===== src/rtl/alu_pkg.sv =====
// ---------------------------------------------------------------------------
// alu_pkg
// Shared definitions for the pierogi execute-stage ALU: opcode encodings,
// the default datapath width, and signed-overflow helpers used by alu_comb.
// No ports (package).
// ---------------------------------------------------------------------------
package alu_pkg;

    localparam int ALU_WIDTH = 32;
    localparam int ALU_SHW   = 5;

    localparam logic [3:0] ALU_AND = 4'b0000;
    localparam logic [3:0] ALU_OR  = 4'b0001;
    localparam logic [3:0] ALU_XOR = 4'b0010;
    localparam logic [3:0] ALU_NOT = 4'b0011;
    localparam logic [3:0] ALU_ADD = 4'b0100;
    localparam logic [3:0] ALU_SUB = 4'b0101;
    localparam logic [3:0] ALU_SLT = 4'b0110;
    localparam logic [3:0] ALU_SLL = 4'b1010;
    localparam logic [3:0] ALU_SRL = 4'b1011;
    localparam logic [3:0] ALU_LUI = 4'b1101;

    // Addition overflows when both operands share a sign the result lacks.
    function automatic logic addOvf(input logic aMsb, input logic bMsb, input logic rMsb);
        return (aMsb == bMsb) && (rMsb != aMsb);
    endfunction

    // Subtraction overflows when the operands differ in sign and the result
    // sign no longer matches the minuend.
    function automatic logic subOvf(input logic aMsb, input logic bMsb, input logic rMsb);
        return (aMsb != bMsb) && (rMsb != aMsb);
    endfunction

endpackage


===== src/rtl/alu_comb.sv =====
// ---------------------------------------------------------------------------
// alu_comb
// Purely combinational operation mux of the execute-stage ALU.
// Ports:
//   aluOp  - 4-bit operation select (encodings in alu_pkg)
//   busA   - operand A
//   busB   - operand B / shift amount / immediate
//   result - selected result (0 for unassigned opcodes)
//   ovf    - signed overflow, only meaningful for ADD/SUB, else 0
// ---------------------------------------------------------------------------
module alu_comb
    import alu_pkg::*;
#(
    parameter int WIDTH = ALU_WIDTH,
    parameter int SHW   = ALU_SHW
) (
    input  logic [3:0]       aluOp,
    input  logic [WIDTH-1:0] busA,
    input  logic [WIDTH-1:0] busB,
    output logic [WIDTH-1:0] result,
    output logic             ovf
);

    logic signed [WIDTH-1:0] opA;
    logic signed [WIDTH-1:0] opB;
    logic        [WIDTH-1:0] sum;
    logic        [WIDTH-1:0] diff;
    logic        [SHW-1:0]   shAmt;

    assign opA   = busA;
    assign opB   = busB;
    assign sum   = busA + busB;
    assign diff  = busA - busB;
    // Only the low SHW bits of B select the shift distance.
    assign shAmt = busB[SHW-1:0];

    always_comb begin
        result = '0;
        ovf    = 1'b0;
        case (aluOp)
            ALU_AND: result = busA & busB;
            ALU_OR:  result = busA | busB;
            ALU_XOR: result = busA ^ busB;
            ALU_NOT: result = ~busA;
            ALU_ADD: begin
                result = sum;
                ovf    = addOvf(busA[WIDTH-1], busB[WIDTH-1], sum[WIDTH-1]);
            end
            ALU_SUB: begin
                result = diff;
                ovf    = subOvf(busA[WIDTH-1], busB[WIDTH-1], diff[WIDTH-1]);
            end
            ALU_SLT: result = {{(WIDTH-1){1'b0}}, (opA < opB)};
            ALU_SLL: result = busA << shAmt;
            ALU_SRL: result = busA >> shAmt;
            ALU_LUI: result = {busB[WIDTH/2-1:0], {(WIDTH/2){1'b0}}};
            default: begin
                result = '0;
                ovf    = 1'b0;
            end
        endcase
    end

endmodule


===== src/rtl/alu_reg.sv =====
// ---------------------------------------------------------------------------
// alu_reg
// Execute-stage ALU with a registered result (1-cycle latency).
// Ports:
//   clk       - system clock, rising edge
//   rst_n     - asynchronous active-low reset
//   in_valid  - opcode/operands valid this cycle
//   AluOp     - operation select
//   busA      - operand A
//   busB      - operand B / shift amount / immediate
//   out_valid - outBus/flags carry a result captured on the previous edge
//   outBus    - registered result
//   zero      - registered (result == 0)
//   ovf       - registered signed overflow (ADD/SUB only)
// Outputs hold their last value while in_valid is low; only out_valid drops.
// ---------------------------------------------------------------------------
module alu_reg
    import alu_pkg::*;
#(
    parameter int WIDTH = ALU_WIDTH,
    parameter int SHW   = ALU_SHW
) (
    input  logic             clk,
    input  logic             rst_n,
    input  logic             in_valid,
    input  logic [3:0]       AluOp,
    input  logic [WIDTH-1:0] busA,
    input  logic [WIDTH-1:0] busB,
    output logic             out_valid,
    output logic [WIDTH-1:0] outBus,
    output logic             zero,
    output logic             ovf
);

    logic [WIDTH-1:0] result_p0;
    logic             ovf_p0;
    logic             zero_p0;

    alu_comb #(
        .WIDTH (WIDTH),
        .SHW   (SHW)
    ) uComb (
        .aluOp  (AluOp),
        .busA   (busA),
        .busB   (busB),
        .result (result_p0),
        .ovf    (ovf_p0)
    );

    assign zero_p0 = (result_p0 == '0);

    // Stage p0 -> p1: output register
    always_ff @(posedge clk or negedge rst_n) begin
        if (!rst_n) begin
            out_valid <= 1'b0;
            outBus    <= '0;
            zero      <= 1'b1;
            ovf       <= 1'b0;
        end else begin
            out_valid <= in_valid;
            if (in_valid) begin
                outBus <= result_p0;
                zero   <= zero_p0;
                ovf    <= ovf_p0;
            end
        end
    end

endmodule


===== config.mk =====
export PLATFORM = sky130hd
export DESIGN_NAME = alu_reg
export DESIGN_NICKNAME = d
export VERILOG_FILES = /design/src/rtl/alu_pkg.sv /design/src/rtl/alu_comb.sv /design/src/rtl/alu_reg.sv
export SDC_FILE = /design/constraint.sdc
export NUM_CORES = 1
export LEC_CHECK = 0
export BUFFER_PORTS_ARGS = -buffer_cell sky130_fd_sc_hd__buf_2
export CAP_MARGIN = 20
export CORE_MARGIN = 5
export CORE_UTILIZATION = 68
export CTS_BUF_LIST = sky130_fd_sc_hd__clkbuf_4 sky130_fd_sc_hd__clkbuf_8
export CTS_CLUSTER_SIZE = 30
export DETAILED_ROUTE_END_ITERATION = 8
export GPL_TIMING_DRIVEN = 0
export HOLD_SLACK_MARGIN = 0.1
export PLACE_DENSITY = 0.9
export REMOVE_ABC_BUFFERS = 1
export SLEW_MARGIN = 20
export SYNTH_ARGS = -nofsm -noshare
export SYNTH_HDL_FRONTEND = slang
export SYNTH_HIERARCHICAL = 1
export SYNTH_SLANG_ARGS = --single-unit

===== constraint.sdc =====
create_clock -name clk -period 1.7 [get_ports clk]
set_input_delay 0.17 -clock clk [delete_from_list [all_inputs] [get_ports clk]]
set_output_delay 0.17 -clock clk [all_outputs]
set_load 0.01 [all_outputs]

==> impl_metrics.toml, run 1 <==
[run_status]
result_of_the_run = "stopped before the end"
failing_step = "5_1_grt"
stop_error = "[ERROR GRT-0232] Routing congestion too high. Check the congestion heatmap in the GUI."

[placed_design]
gp_routability_congestion = 1.11
port-buffer-count = 105
hpwlAfterDp_um = 32000

[die]
io_pins = 106
std_cell_rows = 44
dieHeight_um = 132
die_x_um = 132
start_util = 0.695

[synth]
synth_enable_flop_cells = 0
synthCells = 1406
synth_top_cell_by_area = "sky130_fd_sc_hd__ha_1"
synth-async-reset-ratio = 1.00
netlist-cell-type-count = 80
yosys_register_bits = 35
synth_top_area_share = 0.125
synth_area_per_cell_um2 = 7.22
synth_sequential_area_ratio = 0.0865
synth_flop_cell = "sky130_fd_sc_hd__dfrtp_1"
synth.area.top_cells = "sky130_fd_sc_hd__ha_1, sky130_fd_sc_hd__mux2i_1, sky130_fd_sc_hd__dfrtp_1"
yosysWarningCount = 6
syn-cell-area_um2 = 10100

[global_route]
maximum_number_of_pins_on_one_net_before_global_route_repair = 39
overflow = 142
grt_usage = 0.829

[clocking]
numCtsBuffers = 5
root_buffer = "sky130_fd_sc_hd__clkbuf_8"
clock_sink_count = 35
cts_htree_levels = 2
clock_tree.buffer_depth = 2
## kinds of logic after synthesis
logic type,after synthesis,synth area share
adder cells (fa/ha/maj),103,0.129
multiplexers,156,0.189
AND/OR/NAND/NOR,429,0.205
AO/OA/AOI/OAI,453,0.291
XOR/XNOR,18,0.0155
buffers and inverters,212,0.0840
flip-flops,35,0.0865
## metrics by stage
| stage | hold WS [ps] | instances | utilization | area [um2] | setup slack, ps |
|---|---|---|---|---|---|
| after detailed placement | 267 | 1589 | 0.722 | 10500 | -3450 |
| after floorplan | -126 | 1290 | - | 9650 | -2230 |
| after CTS | 477 | 1690 | 0.889 | 13000 | -1540 |
| after global placement | 259 | 1579 | 0.713 | 10400 | -5350 |
## routing by layer
layer | track usage | overflow
met1 | 0.827 | 7
met4 | 0.839 | 56
met2 | 0.935 | 70
met5 | 0.478 | 1
met3 | 0.729 | 8
## Yosys cell counts, types with 9 or more instances
library cell                 n
sky130_fd_sc_hd__nor2_1    129
sky130_fd_sc_hd__a21oi_1   120
sky130_fd_sc_hd__o21ai_0   118
sky130_fd_sc_hd__nand2_1   112
sky130_fd_sc_hd__ha_1      101
sky130_fd_sc_hd__inv_1      93
sky130_fd_sc_hd__mux2i_1    87
sky130_fd_sc_hd__clkbuf_1   65
sky130_fd_sc_hd__mux2_2     45
sky130_fd_sc_hd__nand3_1    45
sky130_fd_sc_hd__dfrtp_1    34
sky130_fd_sc_hd__buf_2      30
sky130_fd_sc_hd__mux4_2     24
sky130_fd_sc_hd__nor3_1     24
sky130_fd_sc_hd__o211ai_1   24
sky130_fd_sc_hd__nand2b_1   20
sky130_fd_sc_hd__a211oi_1   19
sky130_fd_sc_hd__a222oi_1   19
sky130_fd_sc_hd__buf_1      16
sky130_fd_sc_hd__nor4_1     16
sky130_fd_sc_hd__a211o_1    15
sky130_fd_sc_hd__xnor2_1    15
sky130_fd_sc_hd__a22oi_1    14
sky130_fd_sc_hd__and3_1     13
sky130_fd_sc_hd__nand4_1    13
sky130_fd_sc_hd__o21bai_1   12
sky130_fd_sc_hd__a21o_1     11
sky130_fd_sc_hd__a31oi_1    11
sky130_fd_sc_hd__nor2b_1    10
sky130_fd_sc_hd__o21a_1     10
sky130_fd_sc_hd__o31ai_1     9
sky130_fd_sc_hd__or3_1       9
## repair_timing
item                                    CTS
cloned                                   17
hold buffers                              1
pin swaps                                76
gates resized for setup                 339
endpoints found under the setup margin   34
hold endpoints to repair                 34
buffers inserted                         75
==> inputs of run 2 (changes only) <==
--- a/config.mk
+++ b/config.mk
@@ -8,13 +8,10 @@
 export BUFFER_PORTS_ARGS = -buffer_cell sky130_fd_sc_hd__buf_2
 export CAP_MARGIN = 20
 export CORE_MARGIN = 5
-export CORE_UTILIZATION = 68
-export CTS_BUF_LIST = sky130_fd_sc_hd__clkbuf_4 sky130_fd_sc_hd__clkbuf_8
-export CTS_CLUSTER_SIZE = 30
+export CORE_UTILIZATION = 40
 export DETAILED_ROUTE_END_ITERATION = 8
 export GPL_TIMING_DRIVEN = 0
-export HOLD_SLACK_MARGIN = 0.1
-export PLACE_DENSITY = 0.9
+export PLACE_DENSITY_LB_ADDON = 0.15
 export REMOVE_ABC_BUFFERS = 1
 export SLEW_MARGIN = 20
 export SYNTH_ARGS = -nofsm -noshare
==> run 2 against run 1 <==
  * The flow now finishes, with violations (setup timing)
  * Area after synthesis did not move
  * Synthesized cell count did not move
==> impl_metrics.toml, run 2 <==
[finish]
area.sequential_um2 = 877
register_with_the_most_flip_flops = "outBus"
num-nets-final = 1770
fillCellCount = 2269
commonest_non_fill_non_tap_cell_in_the_layout = "sky130_fd_sc_hd__buf_4"
layout_common_cells = "sky130_fd_sc_hd__buf_4, sky130_fd_sc_hd__nor2_1, sky130_fd_sc_hd__nand2_1"
final_cells = 1927
flow.area_growth_from_synthesis_pct = 50.6
drive_gt1_frac = 0.443
multiInputGateArea_um2 = 10500
diodes = 0
largest_register_ffs = 32

[synth]
top_count_cell_post_synth = "sky130_fd_sc_hd__nor2_1"
syn-cell-area_um2 = 10100
synth_sequential_area_ratio = 0.0865
netlist-cell-type-count = 80
synth_common_cells = "sky130_fd_sc_hd__nor2_1, sky130_fd_sc_hd__a21oi_1, sky130_fd_sc_hd__o21ai_0"
yosys_register_bits = 35
synth_top_cell_by_area = "sky130_fd_sc_hd__ha_1"
synth.area.top_cells = "sky130_fd_sc_hd__ha_1, sky130_fd_sc_hd__mux2i_1, sky130_fd_sc_hd__dfrtp_1"
synth_area_per_cell_um2 = 7.22
synth_top_area_share = 0.125
synth_enable_flop_cells = 0
synth-async-reset-ratio = 1.00
synthCells = 1406
yosysWarningCount = 6
synth_flop_cell = "sky130_fd_sc_hd__dfrtp_1"

[detailed_routing]
first_pass_iters = 8
num_vias = 13143
total_wirelength_of_the_detailed_routed_design_um = 53600
drt-initial-drc-count = 2075
remaining_antenna_violation_count = 0
wl_per_cell_um = 27.8
via_per_inst = 6.82
remaining_drc_errors = 0

[global_route]
wire_length_of_the_first_global_routing_pass_um = 76600
grt_usage = 0.346
overflow = 0
vias_in_the_first_global_route = 12140
maximum_number_of_pins_on_one_net_before_global_route_repair = 62
antenna_found_initial = 0

[clocking]
clock_sink_count = 35
cts_htree_levels = 2
numCtsBuffers = 5
clock_tree.buffer_depth = 2
cts_tree = "done"
clock_insertion_delay_worst_skew_ps = 270
worst_setup_hold_path_clk_slew_ps = 50
root_buffer = "sky130_fd_sc_hd__clkbuf_16"

[flow_run]
cap_violations = 0

[critical_path]
worstPathMaxFanout = 6
timing.critical_path.required_ps = 1890
timing.critical_path.from_type = "input port"
endpoint_kind = "register"
crit_arrival_ps = 3400
critPathKind = "in2reg"

[die]
die_area_um2 = 28600
io_pins = 106
std_cell_rows = 58
dieHeight_um = 169
die_x_um = 169
start_util = 0.404
fp.coreArea_um2 = 25100

[timing]
final.min_clock_period_ps = 3200
setup_repair_after_global_routing_missed_its_margin = "true"
max_freq_mhz = 312
fin_hold_ws_ps = 501
setup_tns_ps = -31610
timing.final.hold_violations = 0
slew-limit-headroom = 0.304
finalCritPeriodShare = 1.88
report.final.slew_viol_count = 0
finalWorstSetupSlack_ps = -1500
fin_skew_ps = 0
tightest_slew_ps = 1040
finalSetupViolCount = 34

[run_status]
failed_checks = "setup timing"
result_of_the_run = "finished, violations left"

[power_and_ir_drop]
power_total_mw = 7.57
leakagePower_nw = 6.54
power_density_nw_per_um2 = 496
vdd.ir_drop.worst_mv = 0.673

[placed_design]
detailedPlace.worstSlack_ps = -3410
hpwlAfterDp_um = 35600
port-buffer-count = 105
gp_routability_congestion = 1.01
placedCellCount = 1736

[worst_hold_path]
hp-class = "in2async"
## run 2: per-layer routing
layer,share of wire,up-vias,track usage
met4,0.058,0,0.148
met5,0,-,0
met3,0.10,191,0.0466
li1,-,5592,-
met1,0.42,6383,0.498
met2,0.42,977,0.518
## run 2: path summary, 6_finish.rpt
kind	from	depth (start not counted)	endpoint	slack, ps
worst max-delay path	busB[0]	15	zero$_DFFE_PN1P_	-1500
worst min-delay path	rst_n	2	outBus[22]$_DFFE_PN0P_	500
worst max register to register	outBus[24]$_DFFE_PN0P_	1	outBus[24]$_DFFE_PN0P_	910
worst min register to register	outBus[6]$_DFFE_PN0P_	1	outBus[6]$_DFFE_PN0P_	500
max in group asynchronous	rst_n	2	outBus[11]$_DFFE_PN0P_	720
min in group clk	outBus[6]$_DFFE_PN0P_	1	outBus[6]$_DFFE_PN0P_	500
## run 2: final cells by class
class / instances / share of cell area
Multi-Input combinational cell: 1159 / 0.685
Inverter: 96 / 0.0299
Clock inverter: 2 / 0.00229
Clock buffer: 6 / 0.00909
Sequential cell: 35 / 0.0574
Timing Repair Buffer: 296 / 0.187
Timing Repair inverter: 3 / 0.00147
Tap cell: 330 / 0.0270
## run 2: what timing repair did
item | CTS | global route
hold buffers | 1 | 0
hold endpoints to repair | 34 | 0
setup buffers | 106 | 68
cloned | 13 | 1
resized for setup | 459 | 230
pin swaps | 106 | 92
endpoints found under the setup margin | 34 | 34
## run 2: critical path, stage by stage
cell,delay (ps)
sky130_fd_sc_hd__buf_16,120
sky130_fd_sc_hd__buf_4,130
sky130_fd_sc_hd__buf_8,120
sky130_fd_sc_hd__buf_4,130
sky130_fd_sc_hd__nand2_1,90
sky130_fd_sc_hd__o21ai_0,220
sky130_fd_sc_hd__mux2i_1,200
sky130_fd_sc_hd__a21oi_1,180
sky130_fd_sc_hd__o21ai_1,400
sky130_fd_sc_hd__o22ai_1,160
sky130_fd_sc_hd__nor2_1,240
sky130_fd_sc_hd__or4b_4,540
sky130_fd_sc_hd__nor4b_2,260
sky130_fd_sc_hd__nand4_1,190
sky130_fd_sc_hd__o31ai_2,220
## run 2: metrics by stage
stage	instance area (um2)	utilization
CTS	13900	0.553
floorplan	9650	-
detailed placement	10700	0.428
finish	15300	0.608
global placement	10600	0.422
global route	15300	0.608
## run 2: cells by family after synthesis
kind of cell,Yosys count,synth area share
fa+ha+maj,103,0.129
mux,156,0.189
simple gates,429,0.205
buf+inv,212,0.0840
compound gates,453,0.291
xor+xnor,18,0.0155
flops,35,0.0865
## run 2: report_power, final
part | internal, mW | switching (mW) | leakage [nW]
clock network | 0.728 | 0.327 | 0.0868
logic | 2.42 | 3.07 | 6.00
registers | 0.955 | 0.0651 | 0.452
total | 4.11 | 3.47 | 6.54
No activity file was read; power rests on OpenSTA's default activity.
